File: config.mk
export PLATFORM = sky130hd
export DESIGN_NAME = hdlc_tx_frame_ctrl
export DESIGN_NICKNAME = d
export VERILOG_FILES = /design/src/rtl/hdlc_tx_frame_ctrl.sv
export SDC_FILE = /design/constraint.sdc
export NUM_CORES = 1
export LEC_CHECK = 0
export BUFFER_PORTS_ARGS = -buffer_cell sky130_fd_sc_hd__clkbuf_2
export CAP_MARGIN = 30
export CORE_MARGIN = 2
export CORE_UTILIZATION = 65
export DETAILED_ROUTE_END_ITERATION = 6
export GPL_ROUTABILITY_DRIVEN = 1
export HOLD_SLACK_MARGIN = 0.02
export PLACE_DENSITY_LB_ADDON = 0.12
export SKIP_CTS_REPAIR_TIMING = 1
export SLEW_MARGIN = 20
export SYNTH_ARGS = -nofsm -noshare
export SYNTH_HDL_FRONTEND = slang
export SYNTH_SLANG_ARGS = --single-unit
File: constraint.sdc
create_clock -name Clk -period 6.5 [get_ports Clk]
set_input_delay 0.65 -clock Clk [delete_from_list [all_inputs] [get_ports Clk]]
set_output_delay 0.65 -clock Clk [all_outputs]
set_load 0.02 [all_outputs]
File: src/rtl/hdlc_tx_frame_ctrl.sv
// HDLC transmit frame sequencer: flags, zero insertion, CRC-16 FCS, idle ones and abort.
// The state register describes the bit currently on Tx; the next bit is chosen combinationally and registered.
module hdlc_tx_frame_ctrl #(
    parameter int MAX_BYTES = 126
) (
    input  logic       Clk,
    input  logic       Rst,
    input  logic       Tx_Enable,
    input  logic       Tx_AbortFrame,
    input  logic [7:0] Tx_FrameSize,
    input  logic [7:0] Tx_Data,
    output logic       Tx_RdBuff,
    output logic       Tx,
    output logic       Tx_ValidFrame,
    output logic       Tx_Done,
    output logic       Tx_AbortedTrans,
    output logic       Tx_SizeErr
);

    typedef enum logic [2:0] {IDLE, START_FLAG, DATA, FCS, END_FLAG, ABORT} state_t;

    localparam logic [7:0] FLAG      = 8'h7E;
    localparam logic [7:0] ABORT_PAT = 8'hFE;
    localparam logic [7:0] MAX_SIZE  = 8'(MAX_BYTES);

    state_t      state, stateNext;
    logic [2:0]  cnt, cntNext;
    logic [7:0]  shReg, shNext;
    logic [3:0]  bitsLeft, bitsLeftNext;
    logic [7:0]  byteIdx, byteIdxNext;
    logic [7:0]  frameSize, frameSizeNext;
    logic [7:0]  holdReg;
    logic        rdPend;
    logic [15:0] crc, crcNext, crcUpd;
    logic [2:0]  onesCnt, onesNext;
    logic        txNext, doneNext, abortedNext, sizeErrNext;
    logic        serialise, rdBuff;

    // Serial CRC-16 (reflected 0xA001) step for the bit at the head of the shift register.
    assign crcUpd = (crc >> 1) ^ ((crc[0] ^ shReg[0]) ? 16'hA001 : 16'h0000);

    assign Tx_RdBuff     = rdBuff;
    assign Tx_ValidFrame = (state == START_FLAG) || (state == DATA) ||
                           (state == FCS) || (state == END_FLAG);

    always_comb begin
        // NOTE: every combinational output gets a default first so no path can infer a latch.
        stateNext     = state;
        cntNext       = cnt;
        shNext        = shReg;
        bitsLeftNext  = bitsLeft;
        byteIdxNext   = byteIdx;
        frameSizeNext = frameSize;
        crcNext       = crc;
        onesNext      = onesCnt;
        txNext        = 1'b1;
        doneNext      = 1'b0;
        abortedNext   = 1'b0;
        sizeErrNext   = 1'b0;
        serialise     = 1'b0;
        rdBuff        = 1'b0;

        case (state)
            IDLE: begin
                if (Tx_Enable) begin
                    if (Tx_FrameSize != 8'd0 && Tx_FrameSize <= MAX_SIZE) begin
                        stateNext     = START_FLAG;
                        cntNext       = 3'd0;
                        txNext        = FLAG[0];
                        onesNext      = 3'd0;
                        crcNext       = 16'h0000;
                        bitsLeftNext  = 4'd0;
                        byteIdxNext   = 8'd0;
                        frameSizeNext = Tx_FrameSize;
                    end else begin
                        sizeErrNext = 1'b1;
                    end
                end
            end
            START_FLAG: begin
                rdBuff  = (cnt == 3'd0);
                cntNext = cnt + 3'd1;
                txNext  = FLAG[cnt + 3'd1];
                // Byte 0 has landed in the hold register by now; move it to the shifter.
                if (cnt == 3'd6) begin
                    shNext       = holdReg;
                    bitsLeftNext = 4'd8;
                    byteIdxNext  = 8'd1;
                    rdBuff       = (frameSize > 8'd1);
                end
                if (cnt == 3'd7)
                    serialise = 1'b1;
            end
            DATA, FCS: serialise = 1'b1;
            END_FLAG: begin
                cntNext = cnt + 3'd1;
                txNext  = FLAG[cnt + 3'd1];
                if (cnt == 3'd7) begin
                    stateNext = IDLE;
                    txNext    = 1'b1;
                    doneNext  = 1'b1;
                end
            end
            ABORT: begin
                cntNext = cnt + 3'd1;
                txNext  = ABORT_PAT[cnt + 3'd1];
                if (cnt == 3'd7) begin
                    stateNext   = IDLE;
                    txNext      = 1'b1;
                    abortedNext = 1'b1;
                end
            end
            default: stateNext = IDLE;
        endcase

        if (serialise) begin
            if (onesCnt == 3'd5) begin
                txNext    = 1'b0;
                onesNext  = 3'd0;
                stateNext = (state == FCS) ? FCS : DATA;
            end else if (bitsLeft == 4'd0) begin
                stateNext = END_FLAG;
                cntNext   = 3'd0;
                txNext    = FLAG[0];
            end else begin
                txNext       = shReg[0];
                onesNext     = shReg[0] ? onesCnt + 3'd1 : 3'd0;
                stateNext    = (byteIdx > frameSize) ? FCS : DATA;
                shNext       = shReg >> 1;
                bitsLeftNext = bitsLeft - 4'd1;
                if (byteIdx <= frameSize)
                    crcNext = crcUpd;
                // Reload on the last bit: next payload byte, then CRC low, then CRC high.
                if (bitsLeft == 4'd1) begin
                    if (byteIdx < frameSize) begin
                        shNext       = holdReg;
                        bitsLeftNext = 4'd8;
                        byteIdxNext  = byteIdx + 8'd1;
                        rdBuff       = (byteIdx + 8'd1 < frameSize);
                    end else if (byteIdx == frameSize) begin
                        shNext       = crcUpd[7:0];
                        bitsLeftNext = 4'd8;
                        byteIdxNext  = byteIdx + 8'd1;
                    end else if (byteIdx == frameSize + 8'd1) begin
                        shNext       = crc[15:8];
                        bitsLeftNext = 4'd8;
                        byteIdxNext  = byteIdx + 8'd1;
                    end
                end
            end
        end

        if (Tx_AbortFrame && Tx_ValidFrame) begin
            stateNext = ABORT;
            cntNext   = 3'd0;
            txNext    = ABORT_PAT[0];
            doneNext  = 1'b0;
        end
    end

    always_ff @(posedge Clk) begin
        // NOTE: sequential state uses non-blocking assignments so every register sees pre-edge values.
        if (Rst) begin
            state           <= IDLE;
            cnt             <= 3'd0;
            shReg           <= 8'd0;
            bitsLeft        <= 4'd0;
            byteIdx         <= 8'd0;
            frameSize       <= 8'd0;
            holdReg         <= 8'd0;
            rdPend          <= 1'b0;
            crc             <= 16'h0000;
            onesCnt         <= 3'd0;
            Tx              <= 1'b1;
            Tx_Done         <= 1'b0;
            Tx_AbortedTrans <= 1'b0;
            Tx_SizeErr      <= 1'b0;
        end else begin
            state           <= stateNext;
            cnt             <= cntNext;
            shReg           <= shNext;
            bitsLeft        <= bitsLeftNext;
            byteIdx         <= byteIdxNext;
            frameSize       <= frameSizeNext;
            holdReg         <= rdPend ? Tx_Data : holdReg;
            rdPend          <= rdBuff;
            crc             <= crcNext;
            onesCnt         <= onesNext;
            Tx              <= txNext;
            Tx_Done         <= doneNext;
            Tx_AbortedTrans <= abortedNext;
            Tx_SizeErr      <= sizeErrNext;
        end
    end

endmodule

==> key figures <==
Logic synthesis
  – Post-Syn Area per Cell: 7.91 sq um
  – Post-synth EDFFs: 0
  – Yosys warning total: 0
  – Top area cells in the synthesized netlist: dfxtp_1 (33%), ha_1 (8.8%), nand2_1 (7.4%)
  – Synth cell types: a little over 60
  – Most frequent cells after synthesis: nand2_1 (79), dfxtp_1 (66), a21oi_1 (41)
  – Synth Cell Area: around 0.0040 sq mm
  – Synth Instances: 506
  – Post-synth net total: 554
  – Yosys reg bits: 66
  – Ys async rst share: 0%
  – Top-count cell post-synth: nand2_1
  – Synth Flop Type: dfxtp_1
  – Leading area contributor after synthesis: dfxtp_1
  – Share of the synthesized area in the top cell type: 33.0%
  – Sequential area share after synthesis: 33.0%

STA
  – Clock skew: 0.0117 ns
  – Final slew viol count: 0
  – TNS Setup: 0 ns
  – Final hold violation count: 0
  – RSZ-0062 raised after global routing: no
  – Setup ws final: between 2 and 3 ns
  – Slew @ Worst Pin: 0.860 ns
  – Minimum hold slack: 0.470 ns
  – Post-layout min period: roughly 3.8 ns
  – Final period util: 58.7%
  – Relative slew slack: between 40% and 50%
  – # setup viols final: 0
  – Max Clk Rate: 0.262 GHz

Power
  – PD cells: roughly 260 mW/mm^2
  – Max VDD drop: 0.165 mV
  – Leakage: 1.57 nW
  – Total power: about 1.1 mW

Placed design
  – Post-DP HPWL: between 6000 and 7000 um
  – GP Congestion: slightly below 0.9
  – I/O Buffers: 25
  – Cell area after placement: 0.00415 sq mm
  – Post-Place Worst Slack: 3.11 ns

Global routing
  – Largest net degree at the start of global routing: 57
  – Global route overflow: 0
  – Via count of the first global-routing pass: 3,367
  – GR Util All Layers: 30.4%
  – Wire length of the first global-routing pass: 15,500 um
  – Antenna violations before repair: 0

Floorplan
  – Die Span Y: 82.5 um
  – Site Rows: 28
  – Die area: about 0.0068 sq mm
  – Die X: 82.5 um
  – IO Pins: 26
  – Starting Density: 67.6%
  – Core Region: 0.00592 sq mm

CTS
  – Number of clock sinks: 66
  – Worst-Skew Late Latency: 0.35 ns
  – CTS tree: built
  – CTS max path bufs: 2
  – H-tree Lvls: 3
  – TritonCTS Buffers: 9
  – Register clock-pin slew on the reported worst setup and hold paths: 0.06 ns
  – Root buf cell: clkbuf_8

Detailed routing
  – Final WL: between 9000 and 10,000 um
  – # DRC: 0
  – Vias/cell: between 6 and 7
  – Post-route antenna net violation count: 0
  – First-pass DRT Iterations: 5
  – Routed via count: 3,806
  – Detailed Route Iter0 Violations: 332
  – Routed wire per std cell: 16.2 um

Critical path
  – Crit path arrival time: 3.17 ns
  – WP data required: 5.85 ns
  – Critical Path End Type: primary output
  – WS Path Type: reg2out
  – Setup crit start kind: flop
  – Crit path max fanout: 19

Final layout
  – Layout cells sized above 1: 11.6%
  – Fillers: 468
  – Fin area: approximately 0.0043 sq mm
  – Area Overhead vs Synth: 7.81%
  – Ant diodes: 0
  – Final nets: 569

Flow run
  – Max-cap violations: 0

Outcome
  – Status: finished clean

Worst hold path
  – Worst hold-check path type: reg2reg
==> worst max-delay path: stages (launching register included) <==
cell      delay, ns
dfxtp_1        0.47
inv_1          0.13
ha_1           0.32
and4b_1        0.22
a211o_1        0.29
a21oi_2        0.67
nand2_1        0.18
o31ai_1        0.33
clkbuf_2       0.22
==> power by group <==
group | leakage (nW) | switching [mW] | internal [mW]
clock | 0.0855 | 0.152 | 0.157
combinational | 0.950 | 0.223 | 0.124
sequential | 0.534 | 0.0434 | 0.432
==> registers in the layout, indices dropped and copies added, names as in the netlist <==
name / cells
crc: 16
Tx_Done: 1
Tx_AbortedTrans: 1
byteIdx: 8
rdPend: 1
cnt: 3
Tx_SizeErr: 1
shReg: 8
frameSize: 8
bitsLeft: 4
holdReg: 8
Tx: 1
onesCnt: 3
state: 3
==> per-stage QoR <==
stage               utilization (%)  instances
finish                         72.9        600
global route                   72.9        600
CTS                            72.9        600
detailed placement             70.0        585
global placement               69.9        584
floorplan                         -        506
==> area by class of cell <==
class,instances,area [sq um],share of cell area (%)
clock buffers,13,159,3.68
well taps,75,93.8,2.17
multi-input cells,398,2510,58.3
inverters,18,67.6,1.57
flip-flops and latches,66,1320,30.6
repair buffers,28,148,3.42
clock inverters,2,12.5,0.290
==> per-layer routing <==
metal  wire, um  global-route usage, %  vias to the layer above
met5          0                      0                        -
met4        291                   13.2                        0
met3        606                   5.98                       34
met2       4690                   50.5                      167
met1       4160                   38.2                     1763
li1           -                      -                     1842
==> cell usage in the layout (no fill, tap or decap), types with 3 or more instances in the layout <==
cell	netlist	layout
clkbuf_2	0	25
a31oi_1	4	4
inv_1	17	17
clkbuf_8	0	11
ha_1	28	28
nand4_1	4	4
nor3_1	16	16
nor2_1	38	38
a21oi_1	41	41
or2_2	5	5
nor2b_1	5	5
xnor2_1	11	11
a311oi_1	6	6
a22oi_1	3	3
xor2_1	7	7
nand2_1	79	79
o211ai_1	9	9
buf_4	0	3
nor2_2	3	3
o21ai_0	28	28
mux2i_1	17	17
dfxtp_1	66	66
and2_1	4	4
nor2_4	3	3
nor4_1	4	4
nand3_1	29	29
nor3b_1	4	4
a211oi_1	6	6
o21a_1	4	4
==> path summary, 6_finish.rpt <==
kind / startpoint / to / slack [ns] / depth (start not counted)
max: frameSize[2] / Tx_RdBuff / 2.68 / 8
min: crc[5] / crc[4] / 0.47 / 2
max reg2reg: frameSize[2] / crc[10] / 3.25 / 9
min reg2reg: crc[5] / crc[4] / 0.47 / 2
==> cell families after synthesis <==
| family | synth area share, % |
|---|---|
| AO/OA/AOI/OAI | 21.1 |
| XOR/XNOR | 3.94 |
| adder cells (fa/ha/maj) | 8.75 |
| buffers and inverters | 4.19 |
| flip-flops | 33.0 |
| multiplexers | 4.53 |
| AND/OR/NAND/NOR | 24.5 |
Note: power is estimated with default switching activity, not from simulation.
